$ cat src/rtl/aes_stream_host.sv
// aes_stream_host: bridges a 128-bit key/plaintext request to the byte-serial
// FIFO interface of an AES-128 core and assembles the 16-byte ciphertext reply.
//
// state | meaning
// IDLE  | waiting for a host request; req_ready high
// SEND  | pushing 16 {flag, key byte, data byte} words into the core's TX FIFO
// RECV  | popping 16 ciphertext bytes from the core's RX FIFO
// DONE  | ciphertext presented to the host until rsp_ready
module aes_stream_host #(
    parameter int          DATA_WIDTH = 32,
    parameter int          NUM_BYTES  = 16,
    parameter logic [15:0] LAST_FLAG  = 16'h1111
) (
    input  logic                  clock,
    input  logic                  reset,
    input  logic                  req_valid,
    output logic                  req_ready,
    input  logic [127:0]          req_key,
    input  logic [127:0]          req_data,
    input  logic                  tx_full,
    output logic                  tx_wr,
    output logic [DATA_WIDTH-1:0] tx_dout,
    input  logic                  rx_empty,
    output logic                  rx_rd,
    input  logic [DATA_WIDTH-1:0] rx_din,
    output logic                  rsp_valid,
    input  logic                  rsp_ready,
    output logic [127:0]          rsp_data,
    output logic                  busy
);

    localparam int               CNT_W    = $clog2(NUM_BYTES);
    localparam logic [CNT_W-1:0] LAST_IDX = CNT_W'(NUM_BYTES - 1);

    typedef enum logic [1:0] {IDLE, SEND, RECV, DONE} state_t;

    state_t           state;
    logic [CNT_W-1:0] byte_cnt;
    // Key and data are shifted left as bytes are sent, so the current byte
    // always sits in the top eight bits and no variable indexing is needed.
    logic [127:0]     key_q;
    logic [127:0]     data_q;
    // Only 15 bytes need to be held; the 16th is taken straight from rx_din
    // when the result register is loaded.
    logic [119:0]     shift_q;
    // Separate result register so rsp_data stays put while the next block
    // is still being received.
    logic [127:0]     rsp_q;
    logic [31:0]      tx_word;
    logic             last_byte;
    logic             unused_rx_upper;

    assign last_byte       = (byte_cnt == LAST_IDX);
    assign unused_rx_upper = ^rx_din[DATA_WIDTH-1:8];

    // Sequencer: request capture, byte streaming out and in, response handshake.
    always_ff @(posedge clock or posedge reset) begin
        if (reset) begin
            state    <= IDLE;
            byte_cnt <= '0;
            key_q    <= '0;
            data_q   <= '0;
            shift_q  <= '0;
            rsp_q    <= '0;
        end else begin
            case (state)
                IDLE: begin
                    if (req_valid) begin
                        key_q    <= req_key;
                        data_q   <= req_data;
                        byte_cnt <= '0;
                        state    <= SEND;
                    end
                end
                SEND: begin
                    if (!tx_full) begin
                        key_q  <= {key_q[119:0], 8'h00};
                        data_q <= {data_q[119:0], 8'h00};
                        if (last_byte) begin
                            byte_cnt <= '0;
                            state    <= RECV;
                        end else begin
                            byte_cnt <= byte_cnt + CNT_W'(1);
                        end
                    end
                end
                RECV: begin
                    if (!rx_empty) begin
                        shift_q <= {shift_q[111:0], rx_din[7:0]};
                        if (last_byte) begin
                            rsp_q    <= {shift_q, rx_din[7:0]};
                            byte_cnt <= '0;
                            state    <= DONE;
                        end else begin
                            byte_cnt <= byte_cnt + CNT_W'(1);
                        end
                    end
                end
                DONE: begin
                    if (rsp_ready) begin
                        state <= IDLE;
                    end
                end
                default: state <= IDLE;
            endcase
        end
    end

    // TX word: flag in the upper half only on the final byte of the block.
    always_comb begin
        tx_word = {(last_byte ? LAST_FLAG : 16'h0000), key_q[127:120], data_q[127:120]};
    end

    // FIFO strobes follow the FIFO flags directly so they can never fire
    // into a full TX FIFO or out of an empty RX FIFO.
    assign tx_wr     = (state == SEND) && !tx_full;
    assign rx_rd     = (state == RECV) && !rx_empty;
    assign tx_dout   = (state == SEND) ? DATA_WIDTH'(tx_word) : '0;
    assign req_ready = (state == IDLE);
    assign busy      = (state != IDLE);
    assign rsp_valid = (state == DONE);
    assign rsp_data  = rsp_q;

endmodule

$ cat config.mk
export PLATFORM = sky130hd
export DESIGN_NAME = aes_stream_host
export DESIGN_NICKNAME = d
export VERILOG_FILES = /design/src/rtl/aes_stream_host.sv
export SDC_FILE = /design/constraint.sdc
export NUM_CORES = 1
export LEC_CHECK = 0
export BUFFER_PORTS_ARGS = -buffer_cell sky130_fd_sc_hd__buf_2
export CORE_ASPECT_RATIO = 1.75
export CORE_MARGIN = 2
export CORE_UTILIZATION = 55
export CTS_BUF_LIST = sky130_fd_sc_hd__clkbuf_16
export CTS_CLUSTER_SIZE = 20
export DETAILED_ROUTE_END_ITERATION = 6
export PLACE_DENSITY = 0.81
export SLEW_MARGIN = 5
export SYNTH_ARGS = -nofsm -noshare
export SYNTH_HDL_FRONTEND = slang
export SYNTH_SLANG_ARGS = --single-unit
$ cat constraint.sdc
create_clock -name clock -period 19.9 [get_ports clock]
set_input_delay 1.99 -clock clock [delete_from_list [all_inputs] [get_ports clock]]
set_output_delay 1.99 -clock clock [all_outputs]
set_load 0.005 [all_outputs]
==> metrics.md, run 1 <==
| Metric | Value |
|---|---|
| Post-CTS sizing | 0 |
| Wirelength, routed | 51510 microns |
| Post-CTS Setup Repair Bufs | 0 |
| Core area | between 30000 and 40000 sq um |
| Design area | 25210 sq um |
| GR Util met1 | 28.84% |
| PD cells | 142.8 nW/um^2 |
| Critical Setup Path Class | in -> out |
| Routed len/inst | 17.87 microns |
| Hold Buf Count CTS | 0 |
| Met3 usage | 4.725% |
| Final ANT Viol Nets | 0 |
| Starting density of the core | 55.58% |
| WHS Path Cells | 2 |
| Pin count of the biggest net entering global routing | 202 |
| Initial DRC Count | 841 |
| GRT Util Overall | about a quarter |
| Layout area overhead | 16.19% |
| Via count | 15285 |
| WP buf/inv | 3 |
| GPL Wtd Cong | 0.8822 |
| Critical Path Slowest Stage Cell | clkinv_2 |
| Fill count | between 2000 and 3000 |
| Path depth of the worst reg2reg path | 8 |
| Final setup viols | 0 |
| Die ar. | just over 40000 sq um |
| Ports | 459 |
| Clock latency on the worst-skew pair | 0.57 ns |
| # clock sinks | 510 |
| Final #Nets | between 2000 and 3000 |
| Fin crit period | 5.857 ns |
| Synth warn | 0 |
| Period utilization | 29.43% |
| Initial antenna violation count | 31 |
| H-tree depth | 2 |
| Hold Violations, Final | 0 |
| FF-to-FF setup slack | between 15 and 20 ns |
| Hpwl dp | 35080 microns |
| Most used cell, CP | buf_2 |
| Post-Syn Area | 21700 sq um |
| WP data required | about 18 ns |
| Slew Limit Fails | 0 |
| Crit path cell chain | buf_2 > nand2b_4 > clkinv_2 > buf_2 |
| Row count | 96 |
| Setup ws final | 14.04 ns |
| Fmax | 170.7 MHz |
| Number of global-route vias before repair | 15697 |
| Status | finished clean |
| Root buf cell | clkbuf_16 |
| RSZ-0062 raised after global routing | false |
| Max cap viols | 0 |
| Maximum net fanout on the critical path | 57 |
| WHS Endpoint | data_q[0] |
| Remaining Overflow, GRT | 0 |
| CTS Buf Count | between 40 and 50 |
| Share of cells above drive strength 1 | 27.13% |
| Clock Skews | 0.01436 ns |
| DRT Pass-1 Iters | 5 |
| Worst VDD drop | 0.0001255 V |
| Slew margin rel. | between 20% and 30% |
| GRT Max-Usage Layer | met2 |
| Least-Margin Pin Slew | 1.111 ns |
| Worst setup EP type | output pin |
| Pre-CTS setup slack | between 10 and 15 ns |
| Clock buffer depth | 3 |
| M2 GR Usage | between 40% and 50% |
| Hold crit path type | reg -> reg |
| Synthesis-stage register bit count | 510 |
| Worst setup SP type | primary input |
| Die X | about 150 microns |
| Reg-to-reg startpoint | state[1] |
| Die H | between 200 and 300 microns |
| Yosys cell types | 33 |
| Reg-to-reg endpoint | key_q[53] |
| Setup TNS | 0 ns |
| IO buf count | 422 |
| Post-synthesis sequential area ratio | 58.82% |
| First-pass GRT wire length | 81220 microns |
| Reg clk slew, reported paths | 0.06 ns |
| Mapped Cells | 1971 |
| Placed cell area | ~24000 sq um |
| CP arrival | 3.87 ns |
| Leakage | 13.17 nW |
| CTS tree | yes |
| Crit path largest cell delay | about 0.83 ns |
| Syn Area/Cell | 11.01 sq um |
| Drt drc | 0 |
| Minimum hold slack | 0.4654 ns |
| Via/cell ratio | 5.302 |
| Kind of cell adding the most delay to the critical path | buffers and inverters |
| Worst hold path startpoint | data_q[0] |
-- how the worst max path moves through the flow --
stage          startpoint           to  slack [ns]  cells after the start
5_1_grt          rx_empty        rx_rd       13.86                      4
4_1_cts          rx_empty        rx_rd       14.00                      4
3_5_place_dp     rx_empty        rx_rd       14.00                      4
2_1_floorplan       reset  byte_cnt[0]        3.67                      1
6_report         rx_empty        rx_rd       14.04                      4
3_3_place_gp     rx_empty        rx_rd       13.99                      4
-- through the flow --
step	instances	util [%]	power (mW)
2_1_floorplan	1982	-	2.557
3_3_place_gp	2767	60.61	2.669
3_5_place_dp	2767	60.61	2.744
4_1_cts	2849	64.36	3.623
5_1_grt	2882	64.57	3.861
6_report	2883	64.58	3.601
-- power breakdown --
group,switching (mW),internal (mW),total [mW],leakage [nW]
combinational,0.717,0.434,1.15,5.74
clock,0.392,0.477,0.869,0.747
sequential,0.204,1.38,1.58,6.68
total,1.31,2.29,3.60,13.2
-- area by class of cell --
type                       instances  area [sq um]  share of cell area (%)
antenna                           34         85.08                  0.3375
sequential                       510         12760                   50.62
tap                              490         613.1                   2.432
timing repair buffer             437          2250                   8.924
clock inverter                    36         312.8                   1.241
multi-input combinational       1324          8005                   31.75
inverter                           6         31.28                  0.1241
clock buffer                      46          1151                   4.566
-- per-layer routing --
metal  share of wire (%)  routed length [microns]
met1                  36                    18780
met2                  52                    26790
met3                 5.8                     2980
met4                 5.7                     2958
met5                   0                        0
-- synthesized netlist by cell type, drive strengths merged --
cell type | instances | area, sq um
a21o | 1 | 7.510
a21oi | 3 | 15.01
and2 | 17 | 106.4
and3 | 1 | 6.260
and4 | 1 | 8.760
buf | 104 | 818.3
clkbuf | 38 | 158.9
conb | 1 | 3.750
dfrtp | 510 | 12760
ha | 6 | 75.07
inv | 6 | 22.52
mux2 | 128 | 1441
mux2i | 242 | 2422
nand2 | 636 | 2390
nand2b | 3 | 21.27
nand3 | 2 | 10.01
nand3b | 16 | 120.1
nand4 | 1 | 6.260
nand4b | 1 | 8.760
nor2 | 3 | 11.26
nor2b | 2 | 12.51
o211a | 1 | 10.01
o211ai | 1 | 21.27
o21ai | 246 | 1231
o31ai | 1 | 7.510
-- placed cells by master (no fill, tap or decap), types with 2 or more instances in the layout --
master        n
buf_2       422
mux2i_1     242
inv_1        13
clkbuf_16    46
o21ai_1      83
nor2_1        2
clkinvlp_4    4
a21oi_1       3
clkinv_2     11
nor2b_1       2
inv_16        2
dfrtp_1     510
mux2_2      128
ha_1          5
nand2_1     635
bufinv_16     4
o21ai_0     163
diode_2      34
nand3b_1     16
buf_4        13
and2_1       17
clkinv_1      6
nand3_1       2
buf_12        2
conb_1       12
-- sequential cells by signal, summed over array words and instances (netlist names) --
signal	cells
data_q	128
rsp_data	128
shift_q	120
key_q	128
byte_cnt	4
state	2
-- worst reg2reg max path, cell delays in order, from the launching register on --
cell,delay [ns]
dfrtp_1,0.42
inv_1,0.15
ha_4,0.54
nand2_2,0.22
o211ai_4,0.13
buf_4,0.73
buf_4,0.96
buf_4,1.01
o21ai_0,0.34
-- logic make-up (layout without fill, tap and decap cells) --
group           after synthesis  in the layout  share of synthesized area, %
compound gates              253            253                         5.957
fa+ha+maj                     6              6                        0.3460
buf+inv                     148            525                         4.607
flops                       510            510                         58.82
mux                         370            370                         17.81
other cells                   1             46                       0.01728
simple gates                683            683                         12.45
Note: power is estimated with default switching activity, not from simulation.
==> run 2, diff against run 1 <==
- ABC_AREA: not set -> 1
- clock period: 19.9 -> 6.1 ns (I/O delays scaled with it)
==> run 2 against run 1 <==
Clock-buffer cell count grew 1. Clock skew grew 0.013 ns. Flip-flop and latch count is the same. First-iteration DRC count grew 100%. Critical endpoint is now data_q[65]. Largest cell class unchanged. Largest power group unchanged. Highest routed layer is now met5.
==> metrics.md, run 2 <==
| Metric | Value |
|---|---|
| Status | finished clean (unchanged) |
| Dominant cell type by area after synthesis | dfrtp_1 (unchanged) |
| Post-CTS Setup Repair Bufs | 0 (unchanged) |
| Clock latency on the worst-skew pair | 0.57 ns (about the same) |
| Post-Syn Area | 22790 sq um (was 21700 sq um) |
| CTS Buf Count | 46 (unchanged) |
| Met3 usage | 6.396% (was 4.725%) |
| WP data required | 6.54 ns (was 17.91 ns) |
| Worst VDD drop | 0.0004813 V (was 0.0001255 V) |
| Final setup viols | 0 (unchanged) |
| H-tree depth | 2 (unchanged) |
| Placed cell area | 24810 sq um (was 23660 sq um) |
| PD cells | 484.5 nW/um^2 (was 142.8 nW/um^2) |
| Final ANT Viol Nets | 0 (unchanged) |
| Most instantiated cells after synthesis | nand2_1, dfrtp_1, o21ai_0 (was nand2_1, dfrtp_1, mux2i_1) |
| IO buf count | 422 (unchanged) |
| Crit path largest cell delay | 0.65 ns (was 0.83 ns) |
| Max cap viols | 0 (unchanged) |
| Hold crit path type | in -> async (was reg -> reg) |
| Maximum net fanout on the critical path | 182 (was 57) |
| M2 GR Usage | 48.95% (was 43.24%) |
| Fill count | 3456 (was 2990) |
| Routed len/inst | 16.15 microns (was 17.87 microns) |
| Synthesis-stage register bit count | 510 (unchanged) |
| Async SR Flop Fraction | 100.0% (unchanged) |
| Synth area leaders | dfrtp_1, nand2_1, o21ai_0 (was dfrtp_1, mux2i_1, nand2_1) |
| Area share of the largest cell type after synthesis | 56.00% (was 58.82%) |
| Syn Area/Cell | 7.647 sq um (was 11.01 sq um) |
| Worst setup SP type | register (was primary input) |
| Crit path cell chain | inv_1 > ha_4 > nand2_1 > o211ai_4 > buf_12 > inv_6 > buf_4 > nand2_1 > nand2_1 (was buf_2 > nand2b_4 > clkinv_2 > buf_2) |
| Layout area overhead | 15.22% (was 16.19%) |
| Number of global-route vias before repair | 19908 (was 15697) |
| Period utilization | 60.82% |
| # clock sinks | 510 (unchanged) |
| Die X | 157.9 microns (was 154.1 microns) |
| Core area | 40830 sq um (was 39040 sq um) |
| Fin crit period | 3.710 ns |
| Post-synth EDFFs | 0 (unchanged) |
| Initial DRC Count | 1712 (was 841) |
| Reg-to-reg startpoint | state[1] (unchanged) |
| Hold Buf Count CTS | 0 (unchanged) |
| Clock Skews | 0.02756 ns (was 0.01436 ns) |
| Top FF cell, synth | dfrtp_1 (unchanged) |
| Die ar. | 43140 sq um (was 41120 sq um) |
| CTS tree | yes (unchanged) |
| Pwr Total | 12.72 mW (was 3.601 mW) |
| Ports | 459 (unchanged) |
| Starting density of the core | 55.81% (was 55.58%) |
| Post-CTS sizing | 0 (unchanged) |
| Leakage | 15.58 nW (was 13.17 nW) |
| Pin count of the biggest net entering global routing | 183 (was 202) |
| Post-synthesis sequential area ratio | 56.00% (was 58.82%) |
| GRT Max-Usage Layer | met2 (unchanged) |
| Wirelength, routed | 62620 microns (was 51510 microns) |
| GR Util met1 | 33.51% (was 28.84%) |
| Most frequent cells in the layout | nand2_1, dfrtp_1, buf_2, o21ai_0, inv_1 (was nand2_1, dfrtp_1, buf_2, mux2i_1, o21ai_0) |
| Yosys cell types | 22 (was 33) |
| Critical Path Slowest Stage Cell | ha_4 (was clkinv_2) |
| Share of cells above drive strength 1 | 15.63% (was 27.13%) |
| Most used cell, CP | nand2_1 (was buf_2) |
| GPL Wtd Cong | 0.8749 (was 0.8822) |
| RSZ-0062 raised after global routing | false (unchanged) |
| DRT Pass-1 Iters | 6 (was 5) |
| Row count | 98 (was 96) |
| Worst setup EP type | register (was output pin) |
| First-pass GRT wire length | 99740 microns (was 81220 microns) |
| Setup crit start | state[1] (was rx_empty) |
| Design area | 26260 sq um (was 25210 sq um) |
| Critical Setup Path Class | reg -> reg (was in -> out) |
| Final #Nets | 3587 (was 2625) |
| Slew Limit Fails | 0 (unchanged) |
| Drt drc | 0 (unchanged) |
| Via/cell ratio | 5.206 (was 5.302) |
| Synth warn | 0 (unchanged) |
| WP buf/inv | 4 (was 3) |
| Slew margin rel. | 31.37% (was 25.92%) |
| CP arrival | 4.15 ns (was 3.87 ns) |
| Hpwl dp | 41120 microns (was 35080 microns) |
| Kind of cell adding the most delay to the critical path | buffers and inverters (unchanged) |
| Clock buffer depth | 3 (unchanged) |
| Remaining Overflow, GRT | 0 (unchanged) |
| Hold Violations, Final | 0 (unchanged) |
| Via count | 20184 (was 15285) |
| Fmax | between 200 and 300 MHz |
| Least-Margin Pin Slew | 1.029 ns (was 1.111 ns) |
| Initial antenna violation count | 12 (was 31) |
| Root buf cell | clkbuf_16 (unchanged) |
| Most frequent cell after synthesis | nand2_1 (unchanged) |
| Reg clk slew, reported paths | 0.07 ns (was 0.06 ns) |
| Commonest non-fill, non-tap cell in the layout | nand2_1 (unchanged) |
| Minimum hold slack | 0.05525 ns (was 0.4654 ns) |
| Die H | 273.3 microns (was 266.8 microns) |
| Mapped Cells | 2980 (was 1971) |
| GRT Util Overall | 28.90% (was 24.90%) |
## run 2: layout make-up
cell class	count	area, sq um	area share, %
diodes	7	17.52	0.06671
clock buffers	47	1176	4.479
clock inverters	34	252.7	0.9625
inverters	86	340.3	1.296
multi-input cells	2198	8700	33.13
flip-flops and latches	510	12760	48.60
well taps	550	688.2	2.621
repair buffers	445	2322	8.844
## run 2: stage by stage
step | TNS, ns | setup WS, ns | instances | utilization, %
3_3_place_gp | 0 | 2.532 | 3789 | 60.77
6_report | 0 | 2.390 | 3877 | 64.31
3_5_place_dp | 0 | 2.479 | 3789 | 60.77
2_1_floorplan | -731.52 | -1.434 | 2991 | -
4_1_cts | 0 | 2.457 | 3870 | 64.27
5_1_grt | 0 | 2.109 | 3875 | 64.30
## run 2: worst paths after layout
kind | end | slack, ns | depth (start not counted)
worst max-delay path | data_q[65] | 2.39 | 9
worst min-delay path | shift_q[96] | 0.06 | 2
worst max register to register | data_q[65] | 2.39 | 9
worst min register to register | rsp_data[11] | 0.47 | 2
max in group asynchronous | key_q[108] | 4.37 | 4
min in group clock | rsp_data[6] | 0.26 | 3
## run 2: kinds of logic after synthesis
logic type	count (synthesis)	synth area share, %
other	1	0.01646
adder cells (fa/ha/maj)	6	0.3294
flip-flops	510	56.00
AO/OA/AOI/OAI	262	5.787
buffers and inverters	283	6.144
AND/OR/NAND/NOR	1918	31.72
## run 2: metal layers
metal	wire [microns]	vias up
met5	90	-
met4	3819	12
met3	4639	223
met2	31320	771
met1	22750	9552
li1	-	9626
## run 2: power by group
group	total (mW)	internal, mW	switching [mW]
combinational	4.61	1.34	3.27
sequential	5.31	4.59	0.716
clock	2.80	1.53	1.28
## run 2: worst reg2reg max path: stages, from the launching register on
cell      delay, ns
dfrtp_1        0.43
inv_1          0.13
ha_4           0.65
nand2_1        0.24
o211ai_4       0.16
buf_12         0.56
inv_6          0.64
buf_4          0.55
nand2_1        0.16
nand2_1        0.06
==> run 3, diff against run 2 <==
- CORE_UTILIZATION: 55 -> 50
- PLACE_DENSITY: 0.81 -> 0.78
- clock period: 6.1 -> 3.05 ns (I/O delays scaled with it)
==> run 3 against run 2 <==
Non-clock buffer count increased by 29. Final cell count increased by 1.7%. Routed wire length decreased by 0.50%. Clock skew decreased by 0.0078 ns. Critical endpoint is now tx_dout[13]. Largest power group unchanged.
==> metrics.md, run 3 (synthesis results as in run 2) <==
| Metric | Value |
|---|---|
| Reg-to-reg endpoint | key_q[4] (was data_q[65]) |
| Internal | 15.64 mW (was 7.460 mW) |
| Least-Margin Pin Slew | 1.132 ns (was 1.029 ns) |
| Number of global-route vias before repair | 18875 (was 19908) |
| Commonest non-fill, non-tap cell in the layout | nand2_1 (unchanged) |
| Root buf cell | clkbuf_16 (unchanged) |
| Via/cell ratio | 5.000 (was 5.206) |
| Ports | 459 (unchanged) |
| Sequential Power Share | 40.4% (was 41.7%) |
| Period utilization | 93.19% |
| PD cells | 974.9 nW/um^2 (was 484.5 nW/um^2) |
| Die ar. | 47370 sq um (was 43140 sq um) |
| Pwr Total | 26.19 mW (was 12.72 mW) |
| First-pass GRT wire length | 96930 microns (was 99740 microns) |
| Slew margin rel. | 24.52% (was 31.37%) |
| CTS tree | yes (unchanged) |
| Hpwl dp | 40870 microns (was 41120 microns) |
| Fin crit period | around 2.8 ns |
| Reg clk slew, reported paths | 0.07 ns (about the same) |
| Sw Pwr | 10.55 mW (was 5.261 mW) |
| Critical Setup Path Class | reg -> out (was reg -> reg) |
| Wirelength, routed | 62310 microns (was 62620 microns) |
| Path depth of the worst reg2reg path | 5 (was 9) |
| DRT Pass-1 Iters | 5 (was 6) |
| Max cap viols | 0 (unchanged) |
| Clk network pwr share | 23.8% (was 22.0%) |
| Fill count | 4131 (was 3456) |
| Core area | 45110 sq um (was 40830 sq um) |
| Combinational Power Share | 35.8% (was 36.3%) |
| GRT Util Overall | 25.94% (was 28.90%) |
| Switching Share | 40.28% (was 41.36%) |
| Die X | 165.4 microns (was 157.9 microns) |
| Clock Skews | 0.01976 ns (was 0.02756 ns) |
| FF-to-FF setup slack | 0.51 ns (was 2.39 ns) |
| Leakage | 15.80 nW (was 15.58 nW) |
| Remaining Overflow, GRT | 0 (unchanged) |
| GPL Wtd Cong | 0.8689 (was 0.8749) |
| Drt drc | 0 (unchanged) |
| Placed cells | 3830 (was 3789) |
| Row count | 103 (was 98) |
| Pin count of the biggest net entering global routing | 249 (was 183) |
| Layout area overhead | 17.90% (was 15.22%) |
| WP data required | 2.74 ns (was 6.54 ns) |
| Via count | 19710 (was 20184) |
| Final ANT Viol Nets | 0 (unchanged) |
| Worst setup EP type | output pin (was register) |
| RSZ-0062 raised after global routing | false (unchanged) |
| IO buf count | 422 (unchanged) |
| Placed cell area | 25070 sq um (was 24810 sq um) |
| Reg-to-reg startpoint | state[0] (was state[1]) |
| CTS Buf Count | 46 (unchanged) |
| Post-CTS sizing | 0 (unchanged) |
| Status | finished clean (unchanged) |
| CP arrival | 2.54 ns (was 4.15 ns) |
| H-tree depth | 2 (unchanged) |
| Initial antenna violation count | 19 (was 12) |
| Starting density of the core | 50.52% (was 55.81%) |
| Worst VDD drop | 0.0009718 V (was 0.0004813 V) |
| Maximum net fanout on the critical path | 211 (was 182) |
| Hold crit path type | in -> reg (was in -> async) |
| Design area | 26870 sq um (was 26260 sq um) |
| Die H | 286.4 microns (was 273.3 microns) |
| Share of cells above drive strength 1 | 16.02% (was 15.63%) |
| Worst setup SP type | register (unchanged) |
| Hold Violations, Final | 0 (unchanged) |
| Post-route insts no fill | 3942 (was 3877) |
| Routed len/inst | 15.81 microns (was 16.15 microns) |
| Initial DRC Count | 1754 (was 1712) |
| Clock buffer depth | 3 (unchanged) |
| Final #Nets | 3616 (was 3587) |
| Fmax | 351.8 MHz |
| Clock latency on the worst-skew pair | 0.57 ns (about the same) |
| Most frequent cells in the layout | nand2_1, dfrtp_1, buf_2, o21ai_0, inv_1 (unchanged) |
| Setup crit start | state[1] (unchanged) |
| Slew Limit Fails | 0 (unchanged) |
| Setup crit end | tx_dout[13] (was data_q[65]) |
| # clock sinks | 510 (unchanged) |
| Final setup viols | 0 (unchanged) |
-- run 3: cell type report --
type | instances | area (sq um) | area share [%]
inverter | 86 | 337.8 | 1.257
sequential | 510 | 12760 | 47.50
clock inverter | 38 | 437.9 | 1.630
clock buffer | 47 | 1176 | 4.377
multi-input combinational | 2198 | 8700 | 32.38
tap | 577 | 721.9 | 2.687
antenna | 12 | 30.03 | 0.1118
timing repair buffer | 474 | 2703 | 10.06
-- run 3: how the worst min path moves through the flow --
stage	end	from	depth (start not counted)
after floorplan	rsp_data[0]	rx_din[0]	2
final	data_q[19]	req_data[19]	5
after global placement	shift_q[96]	reset	2
after global routing	key_q[0]	req_key[0]	3
after detailed placement	shift_q[104]	reset	2
after CTS	data_q[19]	req_data[19]	5
-- run 3: through the flow --
step / worst slack (ns) / utilization (%) / setup TNS, ns / hold slack (ns)
3_5_place_dp: 0.5214 / 55.59 / 0 / 0.3776
2_1_floorplan: -4.179 / - / -2131.47 / 0.4220
4_1_cts: 0.2001 / 59.50 / 0 / 0.00008654
6_report: 0.2078 / 59.57 / 0 / 0.02379
3_3_place_gp: 0.5745 / 55.59 / 0 / 0.3756
5_1_grt: 0.06313 / 59.57 / 0 / 0.01585
-- run 3: repair_timing --
item / CTS / global route
hold buffers: 15 / 0
hold endpoints to repair: 32 / 0
setup buffers: 0 / 0
-- run 3: critical path, stage by stage (launching register included) --
cell and delay [ns]:
dfrtp_1 0.43, inv_1 0.14, ha_4 0.23, buf_12 0.51
nand2_1 0.12, inv_1 0.10, buf_2 0.11
-- run 3: layer usage --
| layer | global-route usage (%) | vias up | wire, microns |
|---|---|---|---|
| li1 | - | 9693 | - |
| met1 | 30.75 | 9182 | 24000 |
| met2 | 44.19 | 661 | 30990 |
| met3 | 5.073 | 162 | 3837 |
| met4 | 13.92 | 12 | 3411 |
| met5 | 0 | - | 71 |
-- run 3: power by group through the flow --
stage	combinational, mW	sequential [mW]	clock, mW
global placement	9.17	10.6	0
floorplan	7.23	10.3	0
detailed placement	9.37	10.7	0
finish	9.38	10.6	6.23
global route	10.8	10.8	6.58
CTS	9.47	10.6	6.34
